`src/rtl/shift_pkg.sv`:
```
// Shared definitions for the shared shift unit: op encodings, width defaults
// and the response-slot state type.
package shift_pkg;

  localparam int DEF_DATA_W  = 32;
  localparam int DEF_SHAMT_W = 5;

  localparam logic [1:0] SHIFT_OP_SLL = 2'b00;
  localparam logic [1:0] SHIFT_OP_SRL = 2'b01;
  localparam logic [1:0] SHIFT_OP_SRA = 2'b10;
  localparam logic [1:0] SHIFT_OP_RSV = 2'b11;

  // Output slot is either empty or holding one response
  typedef enum logic {
    RSP_EMPTY = 1'b0,
    RSP_FULL  = 1'b1
  } rsp_state_t;

endpackage

```
`src/rtl/shift_core.sv`:
```
// Purely combinational barrel shifter: logical left, logical right and
// arithmetic right units followed by an op mux. The reserved op passes the
// operand through untouched.
module shift_core
  import shift_pkg::*;
#(
  parameter int DATA_W  = DEF_DATA_W,
  parameter int SHAMT_W = DEF_SHAMT_W
) (
  output logic [DATA_W-1:0]  out,
  input  logic [DATA_W-1:0]  in,
  input  logic [SHAMT_W-1:0] shamt,
  input  logic [1:0]         op
);

  logic [DATA_W-1:0] sll_res;
  logic [DATA_W-1:0] srl_res;
  logic [DATA_W-1:0] sra_res;

  assign sll_res = in << shamt;
  assign srl_res = in >> shamt;
  assign sra_res = $unsigned($signed(in) >>> shamt);

  // Pick the unit result that matches the requested op
  always_comb begin
    out = in;
    case (op)
      SHIFT_OP_SLL: out = sll_res;
      SHIFT_OP_SRL: out = srl_res;
      SHIFT_OP_SRA: out = sra_res;
      default:      out = in;
    endcase
  end

endmodule

```
`src/rtl/shift_unit_arbiter.sv`:
```
// Round-robin arbiter sharing one shift_core between two requesters, with a
// single registered response slot (1-cycle latency, 1 op/cycle when the
// consumer is always ready) and a wrapping completed-response counter.
module shift_unit_arbiter
  import shift_pkg::*;
#(
  parameter int DATA_W  = DEF_DATA_W,
  parameter int SHAMT_W = DEF_SHAMT_W,
  parameter int CNT_W   = 16
) (
  input  logic               clk,
  input  logic               rst_n,
  input  logic               req0_valid,
  output logic               req0_ready,
  input  logic [DATA_W-1:0]  req0_data,
  input  logic [SHAMT_W-1:0] req0_shamt,
  input  logic [1:0]         req0_op,
  input  logic               req1_valid,
  output logic               req1_ready,
  input  logic [DATA_W-1:0]  req1_data,
  input  logic [SHAMT_W-1:0] req1_shamt,
  input  logic [1:0]         req1_op,
  output logic               rsp_valid,
  input  logic               rsp_ready,
  output logic               rsp_id,
  output logic [DATA_W-1:0]  rsp_data,
  output logic               rsp_err,
  output logic [CNT_W-1:0]   op_count
);

  rsp_state_t         state_q;
  rsp_state_t         state_d;
  logic               prio;
  logic               can_accept;
  logic               grant0;
  logic               grant1;
  logic               accept;
  logic [DATA_W-1:0]  mux_data;
  logic [SHAMT_W-1:0] mux_shamt;
  logic [1:0]         mux_op;
  logic [DATA_W-1:0]  shift_res;

  assign rsp_valid  = (state_q == RSP_FULL);
  assign can_accept = !rsp_valid || rsp_ready;

  // A lone requester always wins; on a tie the prio holder wins
  assign grant0 = req0_valid && (!req1_valid || !prio);
  assign grant1 = req1_valid && (!req0_valid || prio);

  assign req0_ready = can_accept && grant0;
  assign req1_ready = can_accept && grant1;
  assign accept     = can_accept && (grant0 || grant1);

  assign mux_data  = grant1 ? req1_data  : req0_data;
  assign mux_shamt = grant1 ? req1_shamt : req0_shamt;
  assign mux_op    = grant1 ? req1_op    : req0_op;

  shift_core #(
    .DATA_W  (DATA_W),
    .SHAMT_W (SHAMT_W)
  ) u_core (
    .out   (shift_res),
    .in    (mux_data),
    .shamt (mux_shamt),
    .op    (mux_op)
  );

  // Response slot state register; reset drops any pending response at once
  always_ff @(posedge clk or negedge rst_n) begin
    if (!rst_n) state_q <= RSP_EMPTY;
    else        state_q <= state_d;
  end

  // Slot fills on accept, empties when drained with nothing new arriving
  always_comb begin
    state_d = state_q;
    case (state_q)
      RSP_EMPTY: if (accept) state_d = RSP_FULL;
      RSP_FULL: begin
        if (accept)         state_d = RSP_FULL;
        else if (rsp_ready) state_d = RSP_EMPTY;
      end
      default: state_d = RSP_EMPTY;
    endcase
  end

  // Capture the shifted result and hand priority to the other requester
  always_ff @(posedge clk or negedge rst_n) begin
    if (!rst_n) begin
      rsp_id   <= 1'b0;
      rsp_data <= '0;
      rsp_err  <= 1'b0;
      prio     <= 1'b0;
    end else if (accept) begin
      rsp_id   <= grant1;
      rsp_data <= shift_res;
      rsp_err  <= (mux_op == SHIFT_OP_RSV);
      prio     <= !grant1;
    end
  end

  // Count every completed response handshake, wrapping naturally
  always_ff @(posedge clk or negedge rst_n) begin
    if (!rst_n)                      op_count <= '0;
    else if (rsp_valid && rsp_ready) op_count <= op_count + CNT_W'(1);
  end

endmodule

```
`config.mk`:
```
export PLATFORM = sky130hd
export DESIGN_NAME = shift_unit_arbiter
export DESIGN_NICKNAME = d
export VERILOG_FILES = /design/src/rtl/shift_pkg.sv /design/src/rtl/shift_core.sv /design/src/rtl/shift_unit_arbiter.sv
export SDC_FILE = /design/constraint.sdc
export NUM_CORES = 1
export LEC_CHECK = 0
export ABC_CLOCK_PERIOD_IN_PS = 2500
export BUFFER_PORTS_ARGS = -buffer_cell sky130_fd_sc_hd__buf_2
export CAP_MARGIN = 40
export CORE_MARGIN = 4
export CORE_UTILIZATION = 59
export DETAILED_ROUTE_END_ITERATION = 8
export HOLD_SLACK_MARGIN = 0.03
export PLACE_DENSITY = 0.82
export SLEW_MARGIN = 0
export SYNTH_ARGS = -nofsm -noshare
export SYNTH_HDL_FRONTEND = slang
export SYNTH_SLANG_ARGS = --single-unit
```
`constraint.sdc`:
```
create_clock -name clk -period 2.5 [get_ports clk]
set_input_delay 0.5 -clock clk [delete_from_list [all_inputs] [get_ports clk]]
set_output_delay 0.5 -clock clk [all_outputs]
set_load 0.03 [all_outputs]
```
==> results.cfg, run 1 <==
[run_status]
outcome = stopped before the end
lastStage = 5_1_grt
firstError = [ERROR GRT-0116] Global routing finished with congestion. Check the congestion regions in the DRC Viewer.

[floorplan]
initial_core_util_pct = 60.8
row_count = 44
num_io_pins = 136
die_height_um = 131
fp.dieW_um = 131

[global_routing]
grt-ovfl-total = 66
grt_max_degree = 39
grt_pass1_wl_um = 98100
grt_pass1_vias = 16200
grt_usage_pct = 75.8

[clock_network]
cts_buffers = 5
cts.path.max_buffers = 2
cts-root-buf = clkbuf_16
ctsHtreeMaxLevel = 2
postCtsHoldBufs = 0
cts.sinks = 52

[synthesis]
synth.mux.area_fraction_pct = 20.4
synth_top_area_cell = dfrtp_1
synth_compound_area_share_pct = 34.3
netlist_area_um2 = 8930
synthSimpleGateAreaFrac_pct = 20.7
syn_inst = 1229
synth_area_leaders = dfrtp_1 15%, mux2i_1 14%, o21ai_0 6.4%, a21oi_1 5.4%, nand2_1 5.3%
synth-main-ff-cell = dfrtp_1
synthArstFlopShare_pct = 100
netlist.area_leader.share_pct = 14.6
synth.avg_cell_area_um2 = 7.27
ys_warn_count = 0
synth_top_family_by_area = compound AO/OA/AOI/OAI gates
synth-seq-cells = 52
ys_seq_area_share_pct = 14.6
synthAdderAreaFrac_pct = 0.140
synth_edf_count = 0
synth-xor-area-share_pct = 1.47
ys_types = 88
syn-num-nets = 1313

[placed_design]
placed_area_um2 = 12100
hpwlAfterDp_um = 37100
dp.cells = 1793
port-buffer-count = 135
gp_congestion = 1.34
## kinds of logic after synthesis
kind of cell | after synthesis
adders and majority gates | 1
buffers and inverters | 133
DFF | 52
muxes | 173
xor gates and xnor gates | 15
AOI/OAI and AO/OA | 460
and+or+nand+nor | 395
## metrics by stage
stage | worst slack, ns | utilization (%)
after global placement | -0.374 | 82.4
after CTS | -0.0489 | 88.3
after detailed placement | -0.368 | 82.4
after floorplan | 0.126 | -
## per-layer routing
metal  overflow  track usage [%]
met5          0             25.6
met4         31             70.4
met3          0             63.9
met1          2             78.5
met2         33             89.2
## synthesized netlist by cell type, types with 13 or more instances
cell type,n
a21oi_1,97
a211oi_1,22
o21ai_1,17
mux2_2,40
inv_1,15
o22ai_1,13
clkbuf_1,20
o211ai_1,41
nor3_1,48
nand4_1,23
a31oi_1,30
buf_2,59
buf_4,25
nor2_1,81
mux2i_1,129
o31ai_1,16
nand3_1,63
o2111ai_1,14
dfrtp_1,52
nand2_1,125
o21ai_0,114
## what timing repair did
item / in CTS
resized for setup: 116
buffers inserted: 20
endpoints found under the setup margin: 30
pin swaps: 44
cloned: 4
==> run 2, diff against run 1 <==
CORE_UTILIZATION = 40   (was 59)
HOLD_SLACK_MARGIN = unset   (was 0.03)
PLACE_DENSITY = unset   (was 0.82)
PLACE_DENSITY_LB_ADDON = 0.15   (was unset)
==> results.cfg, run 2 <==
[worst_hold_path]
hold_path_class = primary input to async pin

[timing]
slew_headroom_pct = 61.3
fin_ws_ns = -0.198
rsz0062_at_grt = true
clock_skew_ns = 0.00520
slew_viol_final = 0
finalHoldViolCount = 0
fmax_mhz = 371
whs_ns = 0.0808
period_needed_ns = 2.70
setup_viol = 26
worst_pin_slew_ns = 0.565
fin_crit_sh_pct = 108

[floorplan]
fp.dieW_um = 157
die_area_um2 = 24800
core_area_um2 = 21900
row_count = 54
num_io_pins = 136
initial_core_util_pct = 40.8
die_height_um = 157

[run_status]
outcome = complete, but fails checks
violations = setup timing

[finish]
layout.nets = 1839
layout_commonest_cell = buf_4
top_regs = rsp_data (32), op_count (16)
post-route-util_pct = 69.5
syn_to_final_growth_pct = 70.3
largest_reg_flops = 32
largest-register = rsp_data
num_antenna_cells = 0
final_design_area_no_fill_um2 = 15200
mostFrequentLayoutCells = 428 x buf_4, 135 x buf_2, 117 x mux2i_1, 116 x nand2_1, 81 x a21oi_1
drive_above_1_share_pct = 51.4

[synthesis]
netlist_area_um2 = 8930
synth-main-ff-cell = dfrtp_1
synth.avg_cell_area_um2 = 7.27
synth_edf_count = 0
synth_top_area_cell = dfrtp_1
synth-seq-cells = 52
ys_seq_area_share_pct = 14.6
netlist.area_leader.share_pct = 14.6
synthArstFlopShare_pct = 100
synth_most_common_cell = mux2i_1
synth_area_leaders = dfrtp_1 15%, mux2i_1 14%, o21ai_0 6.4%, a21oi_1 5.4%, nand2_1 5.3%
ys_types = 88
syn_inst = 1229
synth_common_cells = 129 x mux2i_1, 125 x nand2_1, 114 x o21ai_0
syn-num-nets = 1313
ys_warn_count = 0

[detailed_routing]
wl_per_cell_um = 27.3
via_per_inst = 6.59
initialDrtViolationCount = 2009
drt_pass1_iterations = 6
finalWirelength_um = 55600
antenna_left = 0
num_vias = 13400
drc = 0

[placed_design]
hpwlAfterDp_um = 43300
gp_congestion = 1.10
port-buffer-count = 135
post-place-ws_ns = -0.451
placed_area_um2 = 12900

[clock_network]
clk_latency_ns = 0.31
cts-root-buf = clkbuf_16
postCtsHoldBufs = 0
cts_buffers = 5
cts.sinks = 52
cts.path.max_buffers = 2
path_clk_slew_ns = 0.08
ctsHtreeMaxLevel = 2
cts_tree = done

[setup_path]
path_class = flip-flop to flip-flop
cp_max_fo = 7
cp.arrival_ns = 2.88
start_kind = flip-flop
crit_required_ns = 2.68
cp-end-kind = flip-flop

[flow_run]
maxCapViolations = 0

[global_routing]
grt_usage_pct = 42.5
grt_pass1_wl_um = 79500
grt_max_degree = 58
grt_pass1_vias = 12700
antenna_found_initial = 0
grt-ovfl-total = 0

[pwr]
peakVddDrop_v = 0.000309
p_leak_uw = 0.00678
power_density_nw_per_um2 = 516
fin_total_pwr_uw = 7850
==> run 2: cell counts after synthesis <==
No cell type changed its count.
==> run 2: worst max-delay path, cell delays in order, from the launching register on <==
cell	delay (ns)
dfrtp_2	0.45
and2b_4	0.37
buf_12	0.14
nor2_4	0.06
nor2_4	0.19
buf_12	0.16
buf_12	0.11
o211ai_1	0.24
o2bb2ai_1	0.23
or2_0	0.24
a221oi_2	0.26
a31oi_1	0.10
==> run 2: final timing paths <==
check                        startpoint  slack, ns  cells past startpoint           end
max                                prio      -0.20                     11  rsp_data[25]
min                               rst_n       0.08                      1   op_count[9]
max reg2reg                        prio      -0.20                     11  rsp_data[25]
min reg2reg                op_count[15]       0.48                      1  op_count[15]
max in group asynchronous         rst_n       1.77                      2   rsp_data[4]
min in group clk           op_count[15]       0.48                      1  op_count[15]
==> run 2: per-layer routing <==
| metal | global-route usage (%) | wire length (µm) | vias up |
|---|---|---|---|
| li1 | - | - | 5764 |
| met1 | 56.3 | 21600 | 6370 |
| met2 | 65.4 | 23500 | 1035 |
| met3 | 10.1 | 6740 | 241 |
| met4 | 19.4 | 3750 | 0 |
| met5 | 1.98 | 0 | - |
==> run 2: where the power goes <==
| part | internal [µW] | switching, µW | total [µW] |
|---|---|---|---|
| logic | 2540 | 3380 | 5920 |
| clock network | 382 | 380 | 762 |
| registers | 1020 | 151 | 1170 |
| total | 3940 | 3910 | 7850 |
==> run 2: final cells by class <==
type                            instances  area, µm²
Clock inverter                          3       27.5
Fill cell                            1835       6670
Inverter                               16       60.1
Sequential cell                        52       1300
Tap cell                              280        350
Clock buffer                            5        125
Timing Repair Buffer                  635       5110
Multi-Input combinational cell       1045       8240
==> run 2: cell families (layout without fill, tap and decap cells) <==
group           Yosys count  in the layout  synth area share [%]
xor+xnor                 15             15                  1.47
simple gates            395            396                  20.7
fa+ha+maj                 1              1                 0.140
buf+inv                 133            659                  8.39
compound gates          460            460                  34.3
mux                     173            173                  20.4
flops                    52             52                  14.6
==> run 2: through the flow <==
stage,TNS [ns],cells
2_1_floorplan,0,1229
3_3_place_gp,-10.46,1962
3_5_place_dp,-11.02,1962
4_1_cts,-0.868,1996
5_1_grt,-3.58,2036
6_report,-2.25,2036
==> run 2: repair_timing <==
action | 4_1_cts | 5_1_grt
gates cloned | 3 | 4
gates resized for setup | 133 | 200
endpoints found under the setup margin | 32 | 32
pin swaps | 43 | 68
setup buffers | 24 | 39
No activity file was read; power rests on OpenSTA's default activity.
